**config.mk**
```make
export PLATFORM = sky130hd
export DESIGN_NAME = conv_wb_desc_gen
export DESIGN_NICKNAME = d
export VERILOG_FILES = /design/src/rtl/conv_wb_desc_gen_pkg.sv /design/src/rtl/conv_wb_addr_cnt.sv /design/src/rtl/conv_wb_desc_gen.sv
export SDC_FILE = /design/constraint.sdc
export NUM_CORES = 1
export LEC_CHECK = 0
export BUFFER_PORTS_ARGS = -buffer_cell sky130_fd_sc_hd__buf_2
export CAP_MARGIN = 25
export CORE_MARGIN = 2
export CORE_UTILIZATION = 60
export DETAILED_ROUTE_END_ITERATION = 6
export GPL_ROUTABILITY_DRIVEN = 0
export GPL_TIMING_DRIVEN = 1
export HOLD_SLACK_MARGIN = 0.05
export PLACE_DENSITY_LB_ADDON = 0.25
export SLEW_MARGIN = 0
export SYNTH_ARGS = -nofsm -noshare
export SYNTH_HDL_FRONTEND = slang
export SYNTH_SLANG_ARGS = --single-unit
```
**constraint.sdc**
```tcl
create_clock -name clk -period 5.6 [get_ports clk]
set_clock_uncertainty 0.1 [all_clocks]
set_input_delay 1.12 -clock clk [delete_from_list [all_inputs] [get_ports clk]]
set_output_delay 1.12 -clock clk [all_outputs]
set_load 0.02 [all_outputs]
```
**src/rtl/conv_wb_desc_gen_pkg.sv**
```systemverilog
// Shared definitions for the convolution write-back descriptor path:
// RTM geometry, FSM state encoding and descriptor field widths.
package conv_wb_desc_gen_pkg;

    localparam int RTM_DEPTH_DEFAULT = 16384;
    localparam int CNT_W_DEFAULT     = 16;

    // mask + last flags carried alongside the RTM address in each descriptor
    localparam int DESC_FLAG_W = 2;

    typedef enum logic [1:0] {
        IDLE    = 2'd0,
        GEN     = 2'd1,
        WAIT_WB = 2'd2,
        FIN     = 2'd3
    } wb_state_e;

endpackage

```
**src/rtl/conv_wb_addr_cnt.sv**
```systemverilog
// Nested vector/group walker over the output tensor's RTM footprint.
// Presents the descriptor for the current position; advances on each push.
module conv_wb_addr_cnt
    import conv_wb_desc_gen_pkg::*;
#(
    parameter int ADDR_W = 14,
    parameter int CNT_W  = CNT_W_DEFAULT
) (
    input  logic              clk,
    input  logic              rst_n,
    input  logic              load,
    input  logic              adv,
    input  logic [ADDR_W-1:0] cfg_base,
    input  logic [ADDR_W-1:0] cfg_grp_stride,
    input  logic [CNT_W-1:0]  cfg_n_vec,
    input  logic [CNT_W-1:0]  cfg_n_vec_pad,
    input  logic [CNT_W-1:0]  cfg_n_grp,
    output logic [ADDR_W-1:0] desc_addr,
    output logic              desc_mask,
    output logic              desc_last
);

    localparam logic [CNT_W-1:0] ONE = CNT_W'(1);

    logic [CNT_W-1:0]  v_q, g_q, n_vec_q, n_vec_pad_q, n_grp_q;
    logic [ADDR_W-1:0] grp_addr_q, stride_q;

    logic [CNT_W-1:0]  cur_v, cur_g, cur_n_vec, cur_n_vec_pad, cur_n_grp;
    logic [ADDR_W-1:0] cur_grp_addr, cur_stride;
    logic              vec_wrap;

    // On load the walk starts from the incoming config in the same cycle,
    // so the first descriptor can be pushed right after start.
    always_comb begin
        cur_v         = load ? '0 : v_q;
        cur_g         = load ? '0 : g_q;
        cur_grp_addr  = load ? cfg_base : grp_addr_q;
        cur_n_vec     = load ? cfg_n_vec : n_vec_q;
        cur_n_vec_pad = load ? cfg_n_vec_pad : n_vec_pad_q;
        cur_n_grp     = load ? cfg_n_grp : n_grp_q;
        cur_stride    = load ? cfg_grp_stride : stride_q;
        vec_wrap      = (cur_v == cur_n_vec_pad - ONE);
        desc_addr     = cur_grp_addr + ADDR_W'(cur_v);
        desc_mask     = (cur_v >= cur_n_vec);
        desc_last     = vec_wrap && (cur_g == cur_n_grp - ONE);
    end

    always_ff @(posedge clk or negedge rst_n) begin
        if (!rst_n) begin
            v_q         <= '0;
            g_q         <= '0;
            grp_addr_q  <= '0;
            n_vec_q     <= '0;
            n_vec_pad_q <= '0;
            n_grp_q     <= '0;
            stride_q    <= '0;
        end else begin
            if (load) begin
                n_vec_q     <= cfg_n_vec;
                n_vec_pad_q <= cfg_n_vec_pad;
                n_grp_q     <= cfg_n_grp;
                stride_q    <= cfg_grp_stride;
            end
            if (adv) begin
                if (vec_wrap) begin
                    v_q        <= '0;
                    g_q        <= cur_g + ONE;
                    grp_addr_q <= cur_grp_addr + cur_stride;
                end else begin
                    v_q        <= cur_v + ONE;
                    g_q        <= cur_g;
                    grp_addr_q <= cur_grp_addr;
                end
            end else if (load) begin
                v_q        <= '0;
                g_q        <= '0;
                grp_addr_q <= cfg_base;
            end
        end
    end

endmodule

```
**src/rtl/conv_wb_desc_gen.sv**
```systemverilog
// Write-back descriptor generator: pushes one (addr, mask, last) descriptor per
// PPU output vector, then waits for the RTM writer before signalling done.
module conv_wb_desc_gen
    import conv_wb_desc_gen_pkg::*;
#(
    parameter int RTM_DEPTH = RTM_DEPTH_DEFAULT,
    parameter int CNT_W     = CNT_W_DEFAULT,
    localparam int ADDR_W   = $clog2(RTM_DEPTH)
) (
    input  logic              clk,
    input  logic              rst_n,
    input  logic              start,
    input  logic [ADDR_W-1:0] cfg_base,
    input  logic [CNT_W-1:0]  cfg_n_vec,
    input  logic [CNT_W-1:0]  cfg_n_vec_pad,
    input  logic [CNT_W-1:0]  cfg_n_grp,
    input  logic [ADDR_W-1:0] cfg_grp_stride,
    output logic              desc_fifo_wr_en,
    output logic [ADDR_W-1:0] desc_fifo_din_addr,
    output logic              desc_fifo_din_mask,
    output logic              desc_fifo_din_last,
    input  logic              desc_fifo_almost_full,
    input  logic              wb_done_pulse,
    output logic              busy,
    output logic              done
);

    wb_state_e         state;
    logic              wb_seen;
    logic              zero_cfg, load, push;
    logic [ADDR_W-1:0] nxt_addr;
    logic              nxt_mask, nxt_last;

    always_comb begin
        zero_cfg = (cfg_n_grp == '0) || (cfg_n_vec_pad == '0);
        load     = (state == IDLE) && start && !zero_cfg;
        push     = ((state == GEN) || load) && !desc_fifo_almost_full;
    end

    conv_wb_addr_cnt #(
        .ADDR_W (ADDR_W),
        .CNT_W  (CNT_W)
    ) u_addr_cnt (
        .clk            (clk),
        .rst_n          (rst_n),
        .load           (load),
        .adv            (push),
        .cfg_base       (cfg_base),
        .cfg_grp_stride (cfg_grp_stride),
        .cfg_n_vec      (cfg_n_vec),
        .cfg_n_vec_pad  (cfg_n_vec_pad),
        .cfg_n_grp      (cfg_n_grp),
        .desc_addr      (nxt_addr),
        .desc_mask      (nxt_mask),
        .desc_last      (nxt_last)
    );

    // wb_seen catches a writer done that races ahead of our final push.
    always_ff @(posedge clk or negedge rst_n) begin
        if (!rst_n) begin
            state              <= IDLE;
            wb_seen            <= 1'b0;
            busy               <= 1'b0;
            done               <= 1'b0;
            desc_fifo_wr_en    <= 1'b0;
            desc_fifo_din_addr <= '0;
            desc_fifo_din_mask <= 1'b0;
            desc_fifo_din_last <= 1'b0;
        end else begin
            desc_fifo_wr_en <= push;
            done            <= 1'b0;
            if (push) begin
                desc_fifo_din_addr <= nxt_addr;
                desc_fifo_din_mask <= nxt_mask;
                desc_fifo_din_last <= nxt_last;
            end
            case (state)
                IDLE: begin
                    if (start) begin
                        wb_seen <= 1'b0;
                        busy    <= 1'b1;
                        if (zero_cfg) begin
                            state <= FIN;
                            done  <= 1'b1;
                        end else if (push && nxt_last) begin
                            state <= WAIT_WB;
                        end else begin
                            state <= GEN;
                        end
                    end
                end
                GEN: begin
                    if (wb_done_pulse) wb_seen <= 1'b1;
                    if (push && nxt_last) state <= WAIT_WB;
                end
                WAIT_WB: begin
                    if (wb_done_pulse || wb_seen) begin
                        state <= FIN;
                        done  <= 1'b1;
                    end
                    if (wb_done_pulse) wb_seen <= 1'b1;
                end
                FIN: begin
                    state <= IDLE;
                    busy  <= 1'b0;
                end
                default: begin
                    state <= IDLE;
                    busy  <= 1'b0;
                end
            endcase
        end
    end

endmodule
```
==> key figures, run 1 <==
Outcome
  • Outcome: finished, final reports clean

Global route
  • Global-route wire length before repair: approximately 38 mm
  • Initial antenna violation count: 0
  • Gr ovfl total: 0
  • Vias in the first global route: 7650
  • Largest net degree at the start of global routing: 83
  • GRT Total Usage: 29.53%

Hold path
  • Min-delay worst type: register to register

Clock tree
  • Clock Sinks: between 100 and 150
  • Hold_buf cts: 0
  • Maximum clock insertion buffer count: 2
  • CTS buffer count: 17
  • CTS tree: built
  • Root buf cell: clkbuf_16
  • H-Tree Depth: 4
  • CTS clock-pin slew for the worst setup and hold paths: approximately 0.06 ns
  • Worst skew pair latency: 0.42 ns

Synth
  • Yosys cell types: 81
  • Post-synthesis sequential area ratio: 36.89%
  • Main synth FF type: dfrtp_1
  • Syn nets: 1161
  • Async S/R FF share, synth: 100.0%
  • Syn_area_per_cell: about 8.6 sq um
  • Yosys warns: 0
  • Cells after Synth: 1028
  • Synth Register Bits: between 100 and 150
  • EDFF count, synth: 0
  • Mapped cell area: 8818 sq um

Floorplanning
  • Die Y: 125.2 um
  • Rows: 44
  • Initial Utilization: 61.14%
  • # IOs: 100
  • Core Region: 14420 sq um
  • Die Wd: ~130 um
  • Die area: 15680 sq um

Timing
  • Final Setup Violations: 0
  • Min Tclk post-route: 5.346 ns
  • Period utilization: 95.47%
  • Worst slew pin tran: 0.7790 ns
  • Final hold violations: 0
  • Max-slew violation count: 0
  • Achievable frequency: 0.1870 GHz
  • Setup ws final: 0.2536 ns
  • Max_slew headroom: 48.07%
  • Unrepaired setup endpoints after global routing: no

Layout
  • Nets@finish: 1263
  • # diodes: 0
  • Layout Cells excl Fill: 1327
  • Area grow syn2layout: 15.30%
  • Share of layout cells above drive strength 1: 16.54%
  • Fill count: 1142

Setup path
  • Crit path buffers/inverters: 1
  • Worst Setup Path Type: input port to register
  • Crit path required time: 5.82 ns
  • Dominant delay contributor by cell family on the critical path: simple AND/OR/NAND/NOR gates
  • Crit-path most repeated cell: nand4_1
  • Startpoint types: input port
  • Worst EP arrival: 5.56 ns
  • Crit Path Max Fanout: 9
  • CP endpoint kind: register
  • CP max-delay cell: nor4b_4
  • Worst path max stage delay: 0.42 ns
  • Crit path cell chain: buf_2 > or3_1 > or2_1 > nand4b_1 > nand2_4 > mux2i_1 > ha_2 > nor3b_2 > nand2_1 > a21oi_1 > a2111oi_0 > a311oi_1 > nand4_1 > nor4b_4 > nand4_1 > a21bo_1 > a21o_1

Drt
  • DR iter-0 viols: 838
  • Post-Route WL: 22.39 mm
  • Vias: 7825
  • Remaining routing DRC violations: 0
  • Vias/cell: just under 6
  • Drt pass-1 iters: 6
  • Post-route ant nets: 0
  • Drt wl/cell: approximately 17 um

Power and ir drop
  • Maximum vdd ir drop: 0.3065 mV
  • Power Dens Cells: a little over 500 nW/um^2
  • Leakage: a little over 5 nW

Job
  • Maxcap violations: 0

Placement
  • Pre-CTS WS: -0.01565 ns
  • Inst Count DP: ~1300
  • Hpwl dp: 16.14 mm
  • Port bufs: 99
-- sequential cells by signal, indices dropped and copies added, names as in the netlist --
name	count
busy	1
desc_fifo_din_addr	14
desc_fifo_din_last	1
desc_fifo_din_mask	1
desc_fifo_wr_en	1
done	1
state	2
u_addr_cnt.g_q	16
u_addr_cnt.grp_addr_q	14
u_addr_cnt.n_grp_q	16
u_addr_cnt.n_vec_pad_q	16
u_addr_cnt.n_vec_q	16
u_addr_cnt.stride_q	14
u_addr_cnt.v_q	16
wb_seen	1
-- power by group --
part           internal, mW  switching (mW)  total (mW)
registers              1.28           0.262        1.54
clock network         0.647           0.434        1.08
logic                  1.07            1.53        2.59
-- cell usage after synthesis (all sizes together) (3+ instances only) --
cell type	number	area, sq um
o21bai	3	22.52
xor2	40	350.3
ha	50	625.6
nand3b	7	52.55
nand4	14	102.6
and3	13	81.33
clkbuf	18	67.56
mux2	4	45.04
nor2b	9	56.30
dfrtp	130	3253
mux2i	30	300.3
nand2b	7	43.79
a211oi	4	30.03
inv	51	191.4
a311oi	3	26.28
nand3	24	120.1
o31ai	9	67.56
o21a	3	22.52
nor4b	5	65.06
and2	21	132.6
nor4	15	106.4
o221ai	3	26.28
nor2	63	246.5
o41ai	4	35.03
a31oi	5	37.53
nor3	22	115.1
a21o	10	75.07
buf	20	135.1
or2	6	37.54
nand2	217	814.5
o21ai	59	295.3
a21oi	54	270.3
or3	10	62.56
xnor2	51	454.2
or4	9	71.32
-- kinds of logic after synthesis --
| family | Yosys count | synth area share [%] |
|---|---|---|
| muxes | 34 | 3.916 |
| xor gates and xnor gates | 91 | 9.123 |
| adders and majority gates | 52 | 7.548 |
| DFF | 130 | 36.89 |
| and+or+nand+nor | 452 | 25.21 |
| AOI/OAI and AO/OA | 180 | 12.84 |
| buffers and inverters | 89 | 4.469 |
-- tightest hold or removal path: stages, from the launching register on --
cell	delay, ns
dfrtp_1	0.33
nand2_1	0.05
nand2_1	0.07
-- per-stage QoR --
step / util, % / hold slack [ns] / cell area (sq um) / total power, mW / TNS, ns
floorplan: - / 0.3464 / 8896 / 3.475 / 0
global placement: 66.40 / 0.3671 / 9578 / 3.997 / 0
detailed placement: 66.40 / 0.3689 / 9578 / 4.086 / -0.01565
CTS: 70.39 / 0.3842 / 10150 / 5.198 / 0
global route: 70.49 / 0.4093 / 10170 / 5.638 / 0
finish: 70.49 / 0.3844 / 10170 / 5.217 / 0
-- final timing paths --
check | from | end | slack, ns | cells past startpoint
max | cfg_n_vec_pad[8] | state[1] | 0.25 | 17
max reg2reg | state[0] | state[1] | 0.94 | 17
min in group asynchronous | rst_n | u_addr_cnt.n_grp_q[8] | 0.64 | 1
max in group asynchronous | rst_n | desc_fifo_din_addr[6] | 3.61 | 2
min reg2reg | u_addr_cnt.stride_q[12] | u_addr_cnt.stride_q[12] | 0.38 | 2
min | u_addr_cnt.stride_q[12] | u_addr_cnt.stride_q[12] | 0.38 | 2
-- area by class of cell --
| cell class | instances | area (sq um) | area share [%] |
|---|---|---|---|
| multi-input cells | 809 | 5238 | 51.51 |
| clock buffers | 21 | 470.5 | 4.627 |
| repair buffers | 121 | 679.4 | 6.682 |
| flip-flops and latches | 130 | 3253 | 32.00 |
| clock inverters | 11 | 105.1 | 1.034 |
| well taps | 184 | 230.2 | 2.264 |
| inverters | 51 | 191.4 | 1.883 |
-- placed cells by master, fill, tap and decap left out, types with 5 or more instances in the layout --
master / count
buf_4: 21
nor2_1: 61
nand3_1: 24
clkbuf_16: 17
or3_1: 10
nand2b_1: 7
nand4_1: 13
or4_1: 8
nor3_1: 21
or2_2: 5
buf_2: 98
nand3b_1: 7
and2_1: 19
ha_1: 49
and3_1: 13
xor2_1: 40
mux2i_1: 29
a21oi_1: 53
o21ai_0: 55
dfrtp_1: 130
inv_1: 51
xnor2_1: 50
a21o_1: 10
o31ai_1: 9
nor4_1: 12
nand2_1: 216
nor2b_1: 9
-- routing by layer --
metal	routed length, um	GRT usage (%)	share of wire [%]
met1	9915	41.08	44
met2	10390	46.87	46
met3	1571	6.504	7.0
met4	509	8.497	2.3
met5	0	0	0
-- repair_timing --
action                     in CTS  in global routing
gates resized for setup         0                  1
setup buffers                   0                  1
setup endpoints to repair       0                  5
(Power assumes the default switching activity.)
==> inputs of run 2 (changes only) <==
BUFFER_PORTS_ARGS = default   (was -buffer_cell sky130_fd_sc_hd__buf_2)
CORE_ASPECT_RATIO = 1.25   (was default)
CORE_UTILIZATION = 65   (was 60)
DONT_BUFFER_PORTS = 1   (was default)
==> run 2 against run 1 <==
Sequential cell count unchanged; critical path type unchanged; critical endpoint is now u_addr_cnt.g_q[9]; count of clock-buffer cells in the layout decreased by 2; setup slack improved by 0.18 ns.
==> key figures, run 2 (synthesis gave the netlist of run 1 again) <==
Placement
  • Pre-CTS WS: 0.1543 ns (was -0.01565 ns)
  • Port bufs: 0 (was 99)
  • Inst Count DP: 1176 (was 1294)
  • Hpwl dp: 15.64 mm (was 16.14 mm)

Global route
  • Vias in the first global route: 7277 (was 7650)
  • Global-route wire length before repair: 35.72 mm (was 37.66 mm)
  • GRT Total Usage: 31.56% (was 29.53%)
  • Largest net degree at the start of global routing: 131 (was 83)
  • Gr ovfl total: 0 (unchanged)
  • Initial antenna violation count: 0 (unchanged)

Setup path
  • Crit-path most repeated cell: nand4_1 (unchanged)
  • CP endpoint kind: register (unchanged)
  • Worst path max stage delay: 0.59 ns (was 0.42 ns)
  • Worst EP arrival: 5.36 ns (was 5.56 ns)
  • Dominant delay contributor by cell family on the critical path: simple AND/OR/NAND/NOR gates (unchanged)
  • Startpoint types: input port (unchanged)
  • Crit path cell chain: nor4_1 > and2_2 > a31oi_2 > nand2_4 > mux2i_1 > ha_2 > nor3b_2 > nand2_1 > a21oi_1 > a2111oi_0 > a311oi_1 > nand4_1 > nor4b_4 > buf_12 > nand4_1 > xor2_1 > nor2_1 (was buf_2 > or3_1 > or2_1 > nand4b_1 > nand2_4 > mux2i_1 > ha_2 > nor3b_2 > nand2_1 > a21oi_1 > a2111oi_0 > a311oi_1 > nand4_1 > nor4b_4 > nand4_1 > a21bo_1 > a21o_1)
  • Crit path buffers/inverters: 1 (unchanged)
  • Worst Setup Path Type: input port to register (unchanged)
  • Crit Path Max Fanout: 46 (was 9)
  • CP max-delay cell: nor4_1 (was nor4b_4)
  • Crit path required time: 5.79 ns (was 5.82 ns)

Floorplanning
  • Die area: 14520 sq um (was 15680 sq um)
  • Initial Utilization: 66.65% (was 61.14%)
  • Core Region: 13230 sq um (was 14420 sq um)
  • # IOs: 100 (unchanged)
  • Die Wd: 108.2 um (was 125.2 um)
  • Die Y: 134.2 um (was 125.2 um)
  • Rows: 47 (was 44)

Clock tree
  • Worst skew pair latency: 0.43 ns (was 0.42 ns)
  • H-Tree Depth: 4 (unchanged)
  • CTS clock-pin slew for the worst setup and hold paths: 0.06 ns (about the same)
  • Setup Fix Bufs, Post-CTS: 0 (unchanged)
  • Root buf cell: clkbuf_16 (unchanged)
  • CTS tree: built (unchanged)
  • Cts repair resizes: 0 (unchanged)
  • CTS buffer count: 17 (unchanged)
  • Hold_buf cts: 0 (unchanged)
  • Clock Sinks: 130 (unchanged)
  • Maximum clock insertion buffer count: 2 (unchanged)

Drt
  • Vias: 7353 (was 7825)
  • Remaining routing DRC violations: 0 (unchanged)
  • Post-Route WL: 22.13 mm (was 22.39 mm)
  • DR iter-0 viols: 598 (was 838)
  • Drt pass-1 iters: 5 (was 6)
  • Post-route ant nets: 0 (unchanged)
  • Drt wl/cell: 18.34 um (was 16.87 um)
  • Vias/cell: 6.092 (was 5.897)

Layout
  • Area grow syn2layout: 9.137% (was 15.30%)
  • Highest-count cells in the layout ignoring fill and taps: nand2_1, dfrtp_1, nor2_1 (was nand2_1, dfrtp_1, buf_2)
  • Layout Cells excl Fill: 1207 (was 1327)
  • # diodes: 0 (unchanged)
  • Nets@finish: 1157 (was 1263)
  • Fill count: 998 (was 1142)
  • Most common cell after layout, fill and taps aside: nand2_1 (unchanged)
  • Share of layout cells above drive strength 1: 7.915% (was 16.54%)

Timing
  • Final Setup Violations: 0 (unchanged)
  • Max_slew headroom: 55.34% (was 48.07%)
  • Period utilization: 92.31% (was 95.47%)
  • Unrepaired setup endpoints after global routing: no (unchanged)
  • Final hold violations: 0 (unchanged)
  • Setup TNS: 0 ns (unchanged)
  • Max-slew violation count: 0 (unchanged)
  • Worst slew pin tran: 0.6637 ns (was 0.7790 ns)
  • Achievable frequency: 0.1934 GHz (was 0.1870 GHz)
  • Min Tclk post-route: 5.169 ns (was 5.346 ns)
  • Setup ws final: 0.4306 ns (was 0.2536 ns)

Power and ir drop
  • Power Dens Cells: 536.9 nW/um^2 (was 513.1 nW/um^2)
  • Maximum vdd ir drop: 0.2873 mV (was 0.3065 mV)
  • Leakage: 4.650 nW (was 5.066 nW)

Job
  • Maxcap violations: 0 (unchanged)

Outcome
  • Outcome: finished, final reports clean (unchanged)

Hold path
  • Min-delay worst type: input port to asynchronous set/reset pin (was register to register)
==> run 2: cell types whose count changed in the layout (fill, tap and decap cells not counted), moves of 2 or more <==
cell	change
buf_12	+2
clkinv_2	+2
inv_6	+2
buf_2	-98
clkinvlp_4	-3
buf_4	-9
==> run 2: report_power, final <==
group          total (mW)  switching, mW  internal [mW]
sequential           1.62          0.338           1.28
combinational        2.44           1.42           1.02
clock                1.11          0.430          0.678
total                5.17           2.18           2.98
==> run 2: through the flow <==
| step | hold slack, ns | util (%) | cell area, sq um | power (mW) |
|---|---|---|---|---|
| finish | 0.2880 | 72.74 | 9624 | 5.168 |
| global route | 0.2744 | 72.74 | 9624 | 5.515 |
| CTS | 0.2833 | 72.74 | 9624 | 5.150 |
| detailed placement | 0.3711 | 68.32 | 9040 | 3.994 |
| global placement | 0.3701 | 68.32 | 9040 | 3.925 |
| floorplan | 0.3464 | - | 8896 | 3.475 |
==> run 2: path summary, 6_finish.rpt <==
kind / startpoint / to / slack [ns] / cells past startpoint
max reg2reg: state[0] / u_addr_cnt.g_q[9] / 1.01 / 18
min reg2reg: u_addr_cnt.stride_q[11] / u_addr_cnt.stride_q[11] / 0.39 / 2
min in group clk: u_addr_cnt.stride_q[11] / u_addr_cnt.stride_q[11] / 0.39 / 2
max: cfg_n_grp[2] / u_addr_cnt.g_q[9] / 0.43 / 17
min: rst_n / u_addr_cnt.n_grp_q[2] / 0.29 / 0
max in group asynchronous: rst_n / desc_fifo_din_addr[4] / 4.90 / 0
==> run 2: cell type report <==
type                       count  area (sq um)  share of cell area (%)
tap                          171         214.0                   2.223
clock buffer                  19         452.9                   4.706
inverter                      51         191.4                   1.989
multi-input combinational    809          5231                   54.36
timing repair buffer          15         150.1                   1.560
sequential                   130          3253                   33.80
clock inverter                12         131.4                   1.365
==> run 2: per-layer routing <==
metal | global-route usage [%] | vias to the layer above | wire [um]
li1 | - | 3549 | -
met1 | 39.46 | 3480 | 9052
met2 | 51.19 | 264 | 10750
met3 | 8.212 | 60 | 1582
met4 | 14.39 | 0 | 754
met5 | 0 | - | 0
==> run 2: worst reg2reg max path, stage by stage (launching register included) <==
cell       delay, ns
dfrtp_1         0.40
inv_1           0.13
ha_1            0.30
nand2_1         0.16
a31oi_2         0.24
nand2_4         0.17
mux2i_1         0.27
ha_2            0.30
nor3b_2         0.27
nand2_1         0.18
a21oi_1         0.19
a2111oi_0       0.09
a311oi_1        0.37
nand4_1         0.24
nor4b_4         0.38
buf_12          0.27
nand4_1         0.17
xor2_1          0.18
nor2_1          0.06
==> inputs of run 3 (changes only) <==
CELL_PAD_IN_SITES_DETAIL_PLACEMENT = 0   (was default)
CELL_PAD_IN_SITES_GLOBAL_PLACEMENT = 1   (was default)
CORE_UTILIZATION = 45   (was 65)
==> run 3 against run 2 <==
Critical path depth rose by 2; sequential cell count did not move; highest routed layer unchanged; first-iteration DRC count fell by 13%; largest cell class unchanged; non-clock buffer count rose by 8; fmax rose by 2.8%.
==> key figures, run 3 (synthesis gave the netlist of run 1 again) <==
Layout
  • # diodes: 0 (unchanged)
  • Most common cell after layout, fill and taps aside: nand2_1 (unchanged)
  • Combined area of the multi-input logic cells: 5239 sq um (was 5231 sq um)
  • Highest-count cells in the layout ignoring fill and taps: nand2_1, dfrtp_1, nor2_1 (unchanged)
  • Nets@finish: 1165 (was 1157)
  • Register Area: 3253 sq um (unchanged)
  • Fill count: 1870 (was 998)
  • Share of layout cells above drive strength 1: 8.612% (was 7.915%)
  • Area grow syn2layout: 11.25% (was 9.137%)

Setup path
  • CP endpoint: u_addr_cnt.grp_addr_q[13] (was u_addr_cnt.g_q[9])
  • Dominant delay contributor by cell family on the critical path: compound AO/OA/AOI/OAI gates (was simple AND/OR/NAND/NOR gates)
  • Worst path max stage delay: 0.40 ns (was 0.59 ns)
  • CP endpoint kind: register (unchanged)
  • Internal reg-to-reg setup slack: 1.15 ns (was 1.01 ns)
  • Crit path required time: 5.78 ns (was 5.79 ns)
  • Worst Reg-to-Reg Cells: 20 (was 18)
  • Worst EP arrival: 5.21 ns (was 5.36 ns)
  • Startpoint types: input port (unchanged)
  • Worst path depth: 19 (was 17)
  • Reg-to-reg endpoint: u_addr_cnt.grp_addr_q[13] (was u_addr_cnt.g_q[9])
  • Crit Path Max Fanout: 18 (was 46)
  • Crit path buffers/inverters: 2 (was 1)
  • R2r startpoint: state[1] (was state[0])
  • Crit path cell chain: or3_1 > or2_1 > nand4b_1 > nand2_4 > buf_12 > mux2i_4 > inv_1 > ha_1 > a21o_1 > a21oi_2 > o21ai_1 > a31o_2 > a211oi_2 > o21ai_1 > o2111a_1 > o21a_1 > or3_1 > a211o_1 > xor2_1 (was nor4_1 > and2_2 > a31oi_2 > nand2_4 > mux2i_1 > ha_2 > nor3b_2 > nand2_1 > a21oi_1 > a2111oi_0 > a311oi_1 > nand4_1 > nor4b_4 > buf_12 > nand4_1 > xor2_1 > nor2_1)
  • Worst Setup Path Type: input port to register (unchanged)
  • Critical Path Source: cfg_n_vec_pad[10] (was cfg_n_grp[2])
  • CP max-delay cell: or3_1 (was nor4_1)

Drt
  • Post-Route WL: 22.74 mm (was 22.13 mm)
  • Vias/cell: 5.472 (was 6.092)
  • Remaining routing DRC violations: 0 (unchanged)
  • Post-route ant nets: 0 (unchanged)
  • DR iter-0 viols: 522 (was 598)
  • Vias: 7168 (was 7353)
  • Drt wl/cell: 17.36 um (was 18.34 um)
  • Drt pass-1 iters: 5 (unchanged)

Global route
  • Global-route wire length before repair: 37.16 mm (was 35.72 mm)
  • Vias in the first global route: 6960 (was 7277)
  • Gr ovfl total: 0 (unchanged)
  • Initial antenna violation count: 0 (unchanged)
  • Largest net degree at the start of global routing: 131 (unchanged)
  • GRT Total Usage: 22.76% (was 31.56%)

Outcome
  • Outcome: finished, final reports clean (unchanged)

Timing
  • Period utilization: 89.84% (was 92.31%)
  • Achievable frequency: 0.1988 GHz (was 0.1934 GHz)
  • Max_slew headroom: 58.08% (was 55.34%)
  • Max-slew violation count: 0 (unchanged)
  • Worst slew pin tran: 0.6201 ns (was 0.6637 ns)
  • Setup ws final: 0.5692 ns (was 0.4306 ns)
  • Min Tclk post-route: 5.031 ns (was 5.169 ns)
  • Unrepaired setup endpoints after global routing: no (unchanged)
  • Setup TNS: 0 ns (unchanged)
  • Final Setup Violations: 0 (unchanged)
  • Final hold violations: 0 (unchanged)

Floorplanning
  • Rows: 57 (was 47)
  • # IOs: 100 (unchanged)
  • Initial Utilization: 45.63% (was 66.65%)
  • Die Wd: 129.2 um (was 108.2 um)
  • Core Region: 19330 sq um (was 13230 sq um)
  • Die Y: 160.5 um (was 134.2 um)
  • Die area: 20740 sq um (was 14520 sq um)

Clock tree
  • Clock Sinks: 130 (unchanged)
  • Cts repair resizes: 0 (unchanged)
  • Hold_buf cts: 0 (unchanged)
  • H-Tree Depth: 4 (unchanged)
  • CTS tree: built (unchanged)
  • CTS buffer count: 17 (unchanged)
  • Worst skew pair latency: 0.41 ns (was 0.43 ns)
  • Setup Fix Bufs, Post-CTS: 0 (unchanged)
  • Root buf cell: clkbuf_16 (unchanged)
  • CTS clock-pin slew for the worst setup and hold paths: 0.06 ns (about the same)
  • Maximum clock insertion buffer count: 2 (unchanged)

Placement
  • Port bufs: 0 (unchanged)
  • Pre-CTS WS: 0.1644 ns (was 0.1543 ns)
  • Hpwl dp: 16.83 mm (was 15.64 mm)

Job
  • Maxcap violations: 0 (unchanged)

Hold path
  • Min-delay worst type: input port to asynchronous set/reset pin (unchanged)

Power and ir drop
  • Leakage: 4.677 nW (was 4.650 nW)
  • Power Dens Cells: 521.0 nW/um^2 (was 536.9 nW/um^2)
  • Maximum vdd ir drop: 0.2889 mV (was 0.2873 mV)
[run 3: where the power goes]
group / switching (mW) / internal (mW)
Sequential: 0.329 / 1.28
Combinational: 1.38 / 1.02
Clock: 0.445 / 0.662
Total: 2.15 / 2.96
[run 3: worst min path at each step]
stage | start | end | slack [ns] | cells after the start
3_5_place_dp | u_addr_cnt.stride_q[0] | u_addr_cnt.stride_q[0] | 0.37 | 2
3_3_place_gp | u_addr_cnt.stride_q[0] | u_addr_cnt.stride_q[0] | 0.36 | 2
6_report | rst_n | u_addr_cnt.n_grp_q[1] | 0.30 | 0
5_1_grt | rst_n | u_addr_cnt.n_grp_q[1] | 0.28 | 0
2_1_floorplan | u_addr_cnt.n_vec_q[0] | u_addr_cnt.n_vec_q[0] | 0.35 | 2
4_1_cts | rst_n | u_addr_cnt.grp_addr_q[10] | 0.28 | 0
[run 3: cell type report]
cell class / instances / area share [%]
timing repair buffer: 23 / 2.143
clock buffer: 18 / 4.374
tap: 265 / 3.380
sequential: 130 / 33.16
multi-input combinational: 809 / 53.40
inverter: 51 / 1.951
clock inverter: 14 / 1.594
[run 3: per-stage QoR]
step                      instance area [sq um]  hold slack (ns)  total power [mW]  util, %  cells
after floorplan                            8896           0.3464             3.475        -   1028
after global placement                     9225           0.3648             4.011    47.73   1278
after detailed placement                   9225           0.3662             4.022    47.73   1278
after CTS                                  9811           0.2840             5.163    50.76   1310
after global routing                       9811           0.2807             5.549    50.76   1310
final                                      9811           0.3027             5.111    50.76   1310
[run 3: worst reg2reg max path, cell delays in order, from the launching register on]
cell and delay, ns:
dfrtp_1 0.42, inv_1 0.10, ha_1 0.28, nand2_1 0.14
a31oi_2 0.26, nand2_4 0.13, buf_12 0.18, buf_4 0.22
nand2_1 0.10, nand2_1 0.08, ha_1 0.35, a21oi_2 0.18
o21ai_1 0.10, a31o_2 0.27, a211oi_2 0.24, o21ai_1 0.12
o2111a_1 0.15, o21a_1 0.18, or3_1 0.30, a211o_1 0.30
xor2_1 0.15
[run 3: metal layers]
layer	global-route usage [%]	wire, um
met5	0	0
met4	6.818	473
met3	5.163	1391
met2	36.24	10780
met1	30.87	10090
